--- src/rtl/systolic_ctrl_pkg.sv ---
// rtl/systolic_ctrl_pkg.sv - shared widths and state encoding for the systolic array controller
package systolic_ctrl_pkg;

    localparam int PE_ACC_W = 32;
    localparam int ACT_W    = 9;
    localparam int WGT_W    = 8;

    typedef logic [2:0] state_t;

    localparam state_t ST_IDLE  = 3'd0;
    localparam state_t ST_CLEAR = 3'd1;
    localparam state_t ST_RUN   = 3'd2;
    localparam state_t ST_DRAIN = 3'd3;
    localparam state_t ST_DONE  = 3'd4;

endpackage

--- src/rtl/systolic_ctrl.sv ---
// rtl/systolic_ctrl.sv - per-job sequencer: clear, feed, flush and drain the output-stationary PE array
module systolic_ctrl
    import systolic_ctrl_pkg::*;
#(
    parameter int ROWS = 4,
    parameter int COLS = 4,
    parameter int K_W  = 9,
    localparam int NPE   = ROWS * COLS,
    localparam int IDX_W = (NPE > 1) ? $clog2(NPE) : 1
) (
    input  logic                      clk,
    input  logic                      rst,
    input  logic                      start,
    input  logic [K_W-1:0]            k_len,
    output logic                      busy,
    output logic                      done,
    output logic                      buf_rd_en,
    output logic [K_W-1:0]            buf_rd_addr,
    output logic                      pe_clear,
    output logic                      pe_in_valid,
    output logic                      feed_zero,
    input  logic [NPE*PE_ACC_W-1:0]   pe_data,
    output logic                      res_valid,
    input  logic                      res_ready,
    output logic [IDX_W-1:0]          res_idx,
    output logic [PE_ACC_W-1:0]       res_data
);

    // One extra counter bit so k_len plus the skew tail never wraps.
    localparam int CNT_W = K_W + 1;
    localparam logic [CNT_W-1:0] SKEW_TAIL = CNT_W'(ROWS + COLS - 2);
    localparam logic [IDX_W-1:0] LAST_IDX  = IDX_W'(NPE - 1);

    state_t           state;
    logic [K_W-1:0]   k_reg;
    logic [CNT_W-1:0] cnt;
    logic [CNT_W-1:0] k_ext;
    logic [CNT_W-1:0] run_last;
    logic             in_run;
    logic             in_drain;

    assign k_ext    = {1'b0, k_reg};
    assign run_last = k_ext + SKEW_TAIL;
    assign in_run   = (state == ST_RUN);
    assign in_drain = (state == ST_DRAIN);

    // Job sequencing: one job in flight, k_len captured only when a job is accepted.
    always_ff @(posedge clk) begin
        if (rst) begin
            state   <= ST_IDLE;
            k_reg   <= '0;
            cnt     <= '0;
            res_idx <= '0;
        end else begin
            case (state)
                ST_IDLE: begin
                    if (start) begin
                        k_reg <= k_len;
                        state <= ST_CLEAR;
                    end
                end
                ST_CLEAR: begin
                    cnt   <= '0;
                    state <= ST_RUN;
                end
                ST_RUN: begin
                    if (cnt == run_last) begin
                        res_idx <= '0;
                        state   <= ST_DRAIN;
                    end else begin
                        cnt <= cnt + CNT_W'(1);
                    end
                end
                ST_DRAIN: begin
                    if (res_ready) begin
                        if (res_idx == LAST_IDX) begin
                            res_idx <= '0;
                            state   <= ST_DONE;
                        end else begin
                            res_idx <= res_idx + IDX_W'(1);
                        end
                    end
                end
                ST_DONE: begin
                    state <= ST_IDLE;
                end
                default: begin
                    state <= ST_IDLE;
                end
            endcase
        end
    end

    // Status strobes decoded from the registered state.
    always_comb begin
        busy      = (state != ST_IDLE);
        done      = (state == ST_DONE);
        pe_clear  = (state == ST_CLEAR);
        res_valid = in_drain;
    end

    // Operand fetch and array advance: buffer data lands one cycle after the read,
    // so the array advances from the second RUN cycle and feeds zeros once reads run out.
    always_comb begin
        buf_rd_en   = in_run && (cnt < k_ext);
        buf_rd_addr = buf_rd_en ? cnt[K_W-1:0] : '0;
        pe_in_valid = in_run && (cnt != '0);
        feed_zero   = in_run && (cnt != '0) && ((cnt - CNT_W'(1)) >= k_ext);
    end

    // Result mux: accumulators are frozen during DRAIN, so the selected word holds across stalls.
    always_comb begin
        res_data = '0;
        for (int i = 0; i < NPE; i++) begin
            if (in_drain && (res_idx == IDX_W'(i))) begin
                res_data = pe_data[PE_ACC_W*i +: PE_ACC_W];
            end
        end
    end

endmodule

--- config.mk ---
export PLATFORM = sky130hd
export DESIGN_NAME = systolic_ctrl
export DESIGN_NICKNAME = d
export VERILOG_FILES = /design/src/rtl/systolic_ctrl_pkg.sv /design/src/rtl/systolic_ctrl.sv
export SDC_FILE = /design/constraint.sdc
export NUM_CORES = 1
export LEC_CHECK = 0
export CAP_MARGIN = 20
export CORE_AREA = 2 2 227 229
export DETAILED_ROUTE_END_ITERATION = 10
export DIE_AREA = 0 0 229 231
export GPL_TIMING_DRIVEN = 1
export SLEW_MARGIN = 10
export SYNTH_ARGS = -nofsm -noshare
export SYNTH_HDL_FRONTEND = slang
export SYNTH_SLANG_ARGS = --single-unit
--- constraint.sdc ---
create_clock -name clk -period 5.5 [get_ports clk]
set_input_delay 1.1 -clock clk [delete_from_list [all_inputs] [get_ports clk]]
set_output_delay 1.1 -clock clk [all_outputs]
set_load 0.03 [all_outputs]
==> flow_summary.json, run 1 <==
{
  "power.density_mw_per_mm2": 78.0,
  "syn_nets": 1518,
  "drtIter0Drc": 1008,
  "post_drt_wl_per_cell_um": 29.4,
  "synth_cell_types": 61,
  "n_fill_cell": 5681,
  "critPathRequiredTime_ns": 4.40,
  "end_kind": "primary output",
  "hp-class": "flip-flop to flip-flop",
  "ir_drop_v": 0.000114,
  "largest_reg_flops": 10,
  "post_cts_buffers": 0,
  "holdBufCountCts": 0,
  "grt_use_total": 0.228,
  "crit_fanout": 64,
  "cts-root-buf": "clkbuf_16",
  "insertion_delay_ns": 0.26,
  "io_pins": 577,
  "synth_mux_area_frac": 0.00522,
  "stdcell_count": 2176,
  "cts_resized": 0,
  "synthCells": 968,
  "synth_edf_count": 0,
  "dp_hpwl_um": 54200,
  "ant_nets": 0,
  "synth_compound_area_frac": 0.507,
  "whs_ns": 0.509,
  "wl_um": 64000,
  "vias": 10937,
  "finalCritPeriodShare": 0.982,
  "clkSlewWorstSetupHoldPaths_ns": 0.07,
  "synth_xor_area_frac": 0.0295,
  "die_w_um": 229,
  "cp-start-kind": "flip-flop",
  "drtPass1Iterations": 6,
  "multiInputGateArea_mm2": 0.00528,
  "grt_pass1_vias": 10715,
  "synth-main-ff-cell": "dfxtp_1",
  "dp.cells": 2165,
  "hold_viol_final": 0,
  "antenna_found_initial": 16,
  "fin_setup_tns_ns": 0,
  "ys_seq_elements": 26,
  "min_period_ns": 5.40,
  "path_class": "flip-flop to primary output",
  "maxSlewHeadroom": 0.210,
  "regArea_um2": 520,
  "drv_slew": 0,
  "worst_slack_ns": 0.0996,
  "synth_area_mm2": 0.00623,
  "cts_buffer_depth": 2,
  "grt_max_degree": 65,
  "rows": 83,
  "grt_overflow": 0,
  "area_delta_synth_final_pct": 111,
  "synth-simple-area-share": 0.249,
  "arrival_ns": 4.30,
  "die-area_mm2": 0.0529,
  "cts_tree": "built",
  "rsz0062_at_grt": "false",
  "status": "finished, final reports clean",
  "setup_viol_count_final": 0,
  "rrSetupSlack_ns": 2.45,
  "finish.utilization": 0.259,
  "drive_above_1_share": 0.0624,
  "gp_congestion": 1.05,
  "postSynthAreaPerCell_um2": 6.43,
  "core_mm2": 0.0507,
  "worst_pin_slew_ns": 1.19,
  "synth_top_family_by_area": "compound AO/OA/AOI/OAI gates",
  "grt_pass1_wl_um": 85400,
  "via_per_inst": 5.03,
  "nNetsFinal": 2041,
  "synth_fa_ha_area_frac": 0.0502,
  "p_leak_nw": 4.60,
  "max_cap_violations": 0,
  "seq_area_frac_synth": 0.0836,
  "skew_ns": 0.00194,
  "h-tree-depth": 1,
  "ys_async_sr_fraction": 0,
  "dp_slack_ns": 0.367,
  "clock_sinks": 26,
  "drcViolationCount": 0,
  "fp.dieH_um": 231,
  "port_buffers": 576,
  "initial_core_util": 0.123,
  "numCtsBuffers": 3,
  "fmax_mhz": 185,
  "ys_warn_count": 0
}
-- synthesized netlist by cell type, types with 13 or more instances --
cell	n	area share
buf_2	16	0.013
a21oi_1	88	0.071
and3_1	16	0.016
o31ai_1	13	0.016
nor2b_1	21	0.021
o21ai_0	64	0.051
a221oi_1	65	0.091
nor3_1	28	0.023
a211oi_1	17	0.020
nor2_1	89	0.054
o211ai_1	18	0.022
nand3_1	20	0.016
xnor2_1	13	0.018
o221ai_1	22	0.031
a31oi_1	18	0.018
clkbuf_1	77	0.046
inv_1	14	0.0084
dfxtp_1	26	0.084
nand2_1	95	0.057
a221o_1	19	0.031
a22oi_1	40	0.048
o22ai_1	22	0.022
ha_1	25	0.050
-- logic make-up (layout without fill, tap and decap cells) --
| group | Yosys count | in the layout |
|---|---|---|
| buf+inv | 118 | 640 |
| simple gates | 324 | 324 |
| compound gates | 451 | 451 |
| other cells | 0 | 6 |
| mux | 3 | 3 |
| flops | 26 | 26 |
| fa+ha+maj | 25 | 25 |
| xor+xnor | 21 | 21 |
-- power breakdown --
group          total [mW]  internal (mW)  switching [mW]
Clock               0.217          0.145          0.0721
Combinational       0.597          0.401           0.197
Sequential          0.209          0.195          0.0140
-- cell type report --
cell class | count | share of cell area
timing repair buffer | 620 | 0.479
multi-input combinational | 824 | 0.402
tap | 680 | 0.0649
sequential | 26 | 0.0397
clock buffer | 3 | 0.00572
inverter | 16 | 0.00458
clock inverter | 1 | 0.00229
antenna | 6 | 0.00114
-- cells in the final DEF (no fill, tap or decap), types with 22 or more instances in the layout --
| cell | synthesis | final |
|---|---|---|
| clkdlybuf4s50_1 | 0 | 552 |
| nand2_1 | 95 | 95 |
| a21oi_1 | 88 | 88 |
| nor2_1 | 89 | 86 |
| a221oi_1 | 65 | 65 |
| o21ai_0 | 64 | 64 |
| buf_4 | 2 | 47 |
| a22oi_1 | 40 | 40 |
| nor3_1 | 28 | 27 |
| dfxtp_1 | 26 | 26 |
| o22ai_1 | 22 | 22 |
| o221ai_1 | 22 | 22 |
| ha_1 | 25 | 22 |
-- worst max-delay path, cell delays in order, from the launching register on --
cell	delay (ns)
dfxtp_1	0.38
inv_1	0.14
ha_2	0.39
buf_4	0.57
nor2b_1	0.21
o31ai_1	0.11
a221oi_1	1.01
o21ai_0	0.21
o21ai_0	0.13
o221ai_1	0.46
buf_12	0.31
-- final timing paths --
path	from	end	cells after the start
max	res_idx[0]$_SDFFE_PP0P_	res_data[10]	10
min	k_reg[8]$_SDFFE_PP0P_	k_reg[8]$_SDFFE_PP0P_	2
max reg2reg	k_reg[1]$_SDFFE_PP0P_	cnt[7]$_SDFFE_PP0P_	10
min reg2reg	k_reg[8]$_SDFFE_PP0P_	k_reg[8]$_SDFFE_PP0P_	2
-- routing by layer --
| metal | wire length [um] | track usage |
|---|---|---|
| met1 | 27300 | 0.294 |
| met2 | 29000 | 0.376 |
| met3 | 6040 | 0.0669 |
| met4 | 1570 | 0.0455 |
| met5 | 94 | 0 |
-- through the flow --
step                      area [um2]  total power [mW]
after floorplan                 6230             0.341
after global placement         13000             0.805
after detailed placement       13000             0.806
after CTS                      13100              1.03
after global routing           13100              1.07
final                          13100              1.02
Note: power is estimated with default switching activity, not from simulation.
==> run 2: changes to the inputs <==
--- a/config.mk
+++ b/config.mk
@@ -10,6 +10,8 @@
 export DETAILED_ROUTE_END_ITERATION = 10
 export DIE_AREA = 0 0 229 231
 export GPL_TIMING_DRIVEN = 1
+export HOLD_SLACK_MARGIN = 0.12
+export REMOVE_ABC_BUFFERS = 1
 export SLEW_MARGIN = 10
 export SYNTH_ARGS = -nofsm -noshare
 export SYNTH_HDL_FRONTEND = slang
==> flow_summary.json, run 2 (synthesis gave the netlist of run 1 again) <==
{
  "dp_hpwl_um": 47000,
  "insertion_delay_ns": 0.27,
  "io_pins": 577,
  "clock_sinks": 26,
  "maxSlewHeadroom": 0.237,
  "holdBufCountCts": 0,
  "drv_slew": 0,
  "grt_max_degree": 35,
  "antenna_found_initial": 15,
  "min_period_ns": 5.30,
  "die-area_mm2": 0.0529,
  "area_delta_synth_final_pct": 110,
  "h-tree-depth": 1,
  "via_per_inst": 4.93,
  "grt_pass1_wl_um": 77100,
  "fp.dieH_um": 231,
  "arrival_ns": 4.20,
  "cts-root-buf": "clkbuf_16",
  "wl_um": 56800,
  "post_drt_wl_per_cell_um": 26.0,
  "dp.cells": 2166,
  "drtPass1Iterations": 5,
  "rsz0062_at_grt": "false",
  "worst_pin_slew_ns": 1.13,
  "grt_pass1_vias": 10329,
  "initial_core_util": 0.123,
  "cts_resized": 0,
  "fmax_mhz": 189,
  "skew_ns": 0.00377,
  "hp-class": "flip-flop to flip-flop",
  "final_cell_mix": "clkdlybuf4s50_1, nand2_1, a21oi_1",
  "clkSlewWorstSetupHoldPaths_ns": 0.07,
  "cp-start-kind": "input pin",
  "p_leak_nw": 4.56,
  "cts_buffer_depth": 2,
  "die_w_um": 229,
  "dp_slack_ns": 0.237,
  "place_area_mm2": 0.0129,
  "final_common_cell": "clkdlybuf4s50_1",
  "cts_tree": "built",
  "finish.utilization": 0.258,
  "gp_congestion": 0.974,
  "crit_fanout": 1,
  "end_kind": "primary output",
  "status": "finished, final reports clean",
  "numCtsBuffers": 3,
  "whs_ns": 0.484,
  "n_fill_cell": 5676,
  "drcViolationCount": 0,
  "rrSetupSlack_ns": 2.34,
  "vias": 10753,
  "max_cap_violations": 0,
  "setup_viol_count_final": 0,
  "path_class": "input pin to primary output",
  "worst_slack_ns": 0.202,
  "fin_area_mm2": 0.0131,
  "grt_overflow": 0,
  "drive_above_1_share": 0.0597,
  "post_cts_buffers": 0,
  "fin_setup_tns_ns": 0,
  "p_total_mw": 1.02,
  "core_mm2": 0.0507,
  "ir_drop_v": 0.000118,
  "nNetsFinal": 2041,
  "stdcell_count": 2182,
  "ant_nets": 0,
  "port_buffers": 576,
  "drtIter0Drc": 1015,
  "rows": 83,
  "hold_viol_final": 0,
  "finalCritPeriodShare": 0.963,
  "largest_reg_flops": 10,
  "grt_use_total": 0.200,
  "critPathRequiredTime_ns": 4.40,
  "power.density_mw_per_mm2": 77.8
}
-- run 2: changes by cell type in the layout (fill, tap and decap cells not counted), sizes merged --
cell,previous run,this run
clkdlybuf4s50,552,558
diode,6,12
buf,68,62
-- run 2: worst paths after layout --
path                                       startpoint               endpoint  cells after the start
worst max-delay path                      pe_data[41]            res_data[9]                     10
worst min-delay path            k_reg[8]$_SDFFE_PP0P_  k_reg[8]$_SDFFE_PP0P_                      2
worst max register to register  k_reg[1]$_SDFFE_PP0P_    cnt[7]$_SDFFE_PP0P_                     10
worst min register to register  k_reg[8]$_SDFFE_PP0P_  k_reg[8]$_SDFFE_PP0P_                      2
-- run 2: power by group --
| group | switching (mW) | internal (mW) |
|---|---|---|
| clock | 0.0751 | 0.145 |
| sequential | 0.0141 | 0.195 |
| combinational | 0.185 | 0.400 |
-- run 2: cell type report --
| type | instances | area, um2 | share of cell area |
|---|---|---|---|
| Clock buffer | 3 | 75.1 | 0.00575 |
| Sequential cell | 26 | 520 | 0.0399 |
| Inverter | 16 | 60.1 | 0.00460 |
| Tap cell | 680 | 851 | 0.0652 |
| Timing Repair Buffer | 620 | 6210 | 0.476 |
| Antenna cell | 12 | 30.0 | 0.00230 |
| Clock inverter | 1 | 30.0 | 0.00230 |
| Multi-Input combinational cell | 824 | 5280 | 0.404 |
-- run 2: layer usage --
| metal | global-route usage | up-vias | share of wire |
|---|---|---|---|
| met4 | 0.0678 | 2 | 0.033 |
| met2 | 0.327 | 631 | 0.46 |
| met3 | 0.0447 | 65 | 0.092 |
| met1 | 0.258 | 5163 | 0.41 |
| met5 | 0 | - | 0.00021 |
| li1 | - | 4892 | - |
-- run 2: critical path, cell delays in order --
cell	delay, ns
clkdlybuf4s50_1	0.45
a221oi_1	0.07
o31ai_1	0.93
a221o_1	0.29
o211ai_1	0.10
a31oi_1	0.21
a211oi_1	0.07
buf_4	0.17
o21ai_1	0.12
clkdlybuf4s50_1	0.69
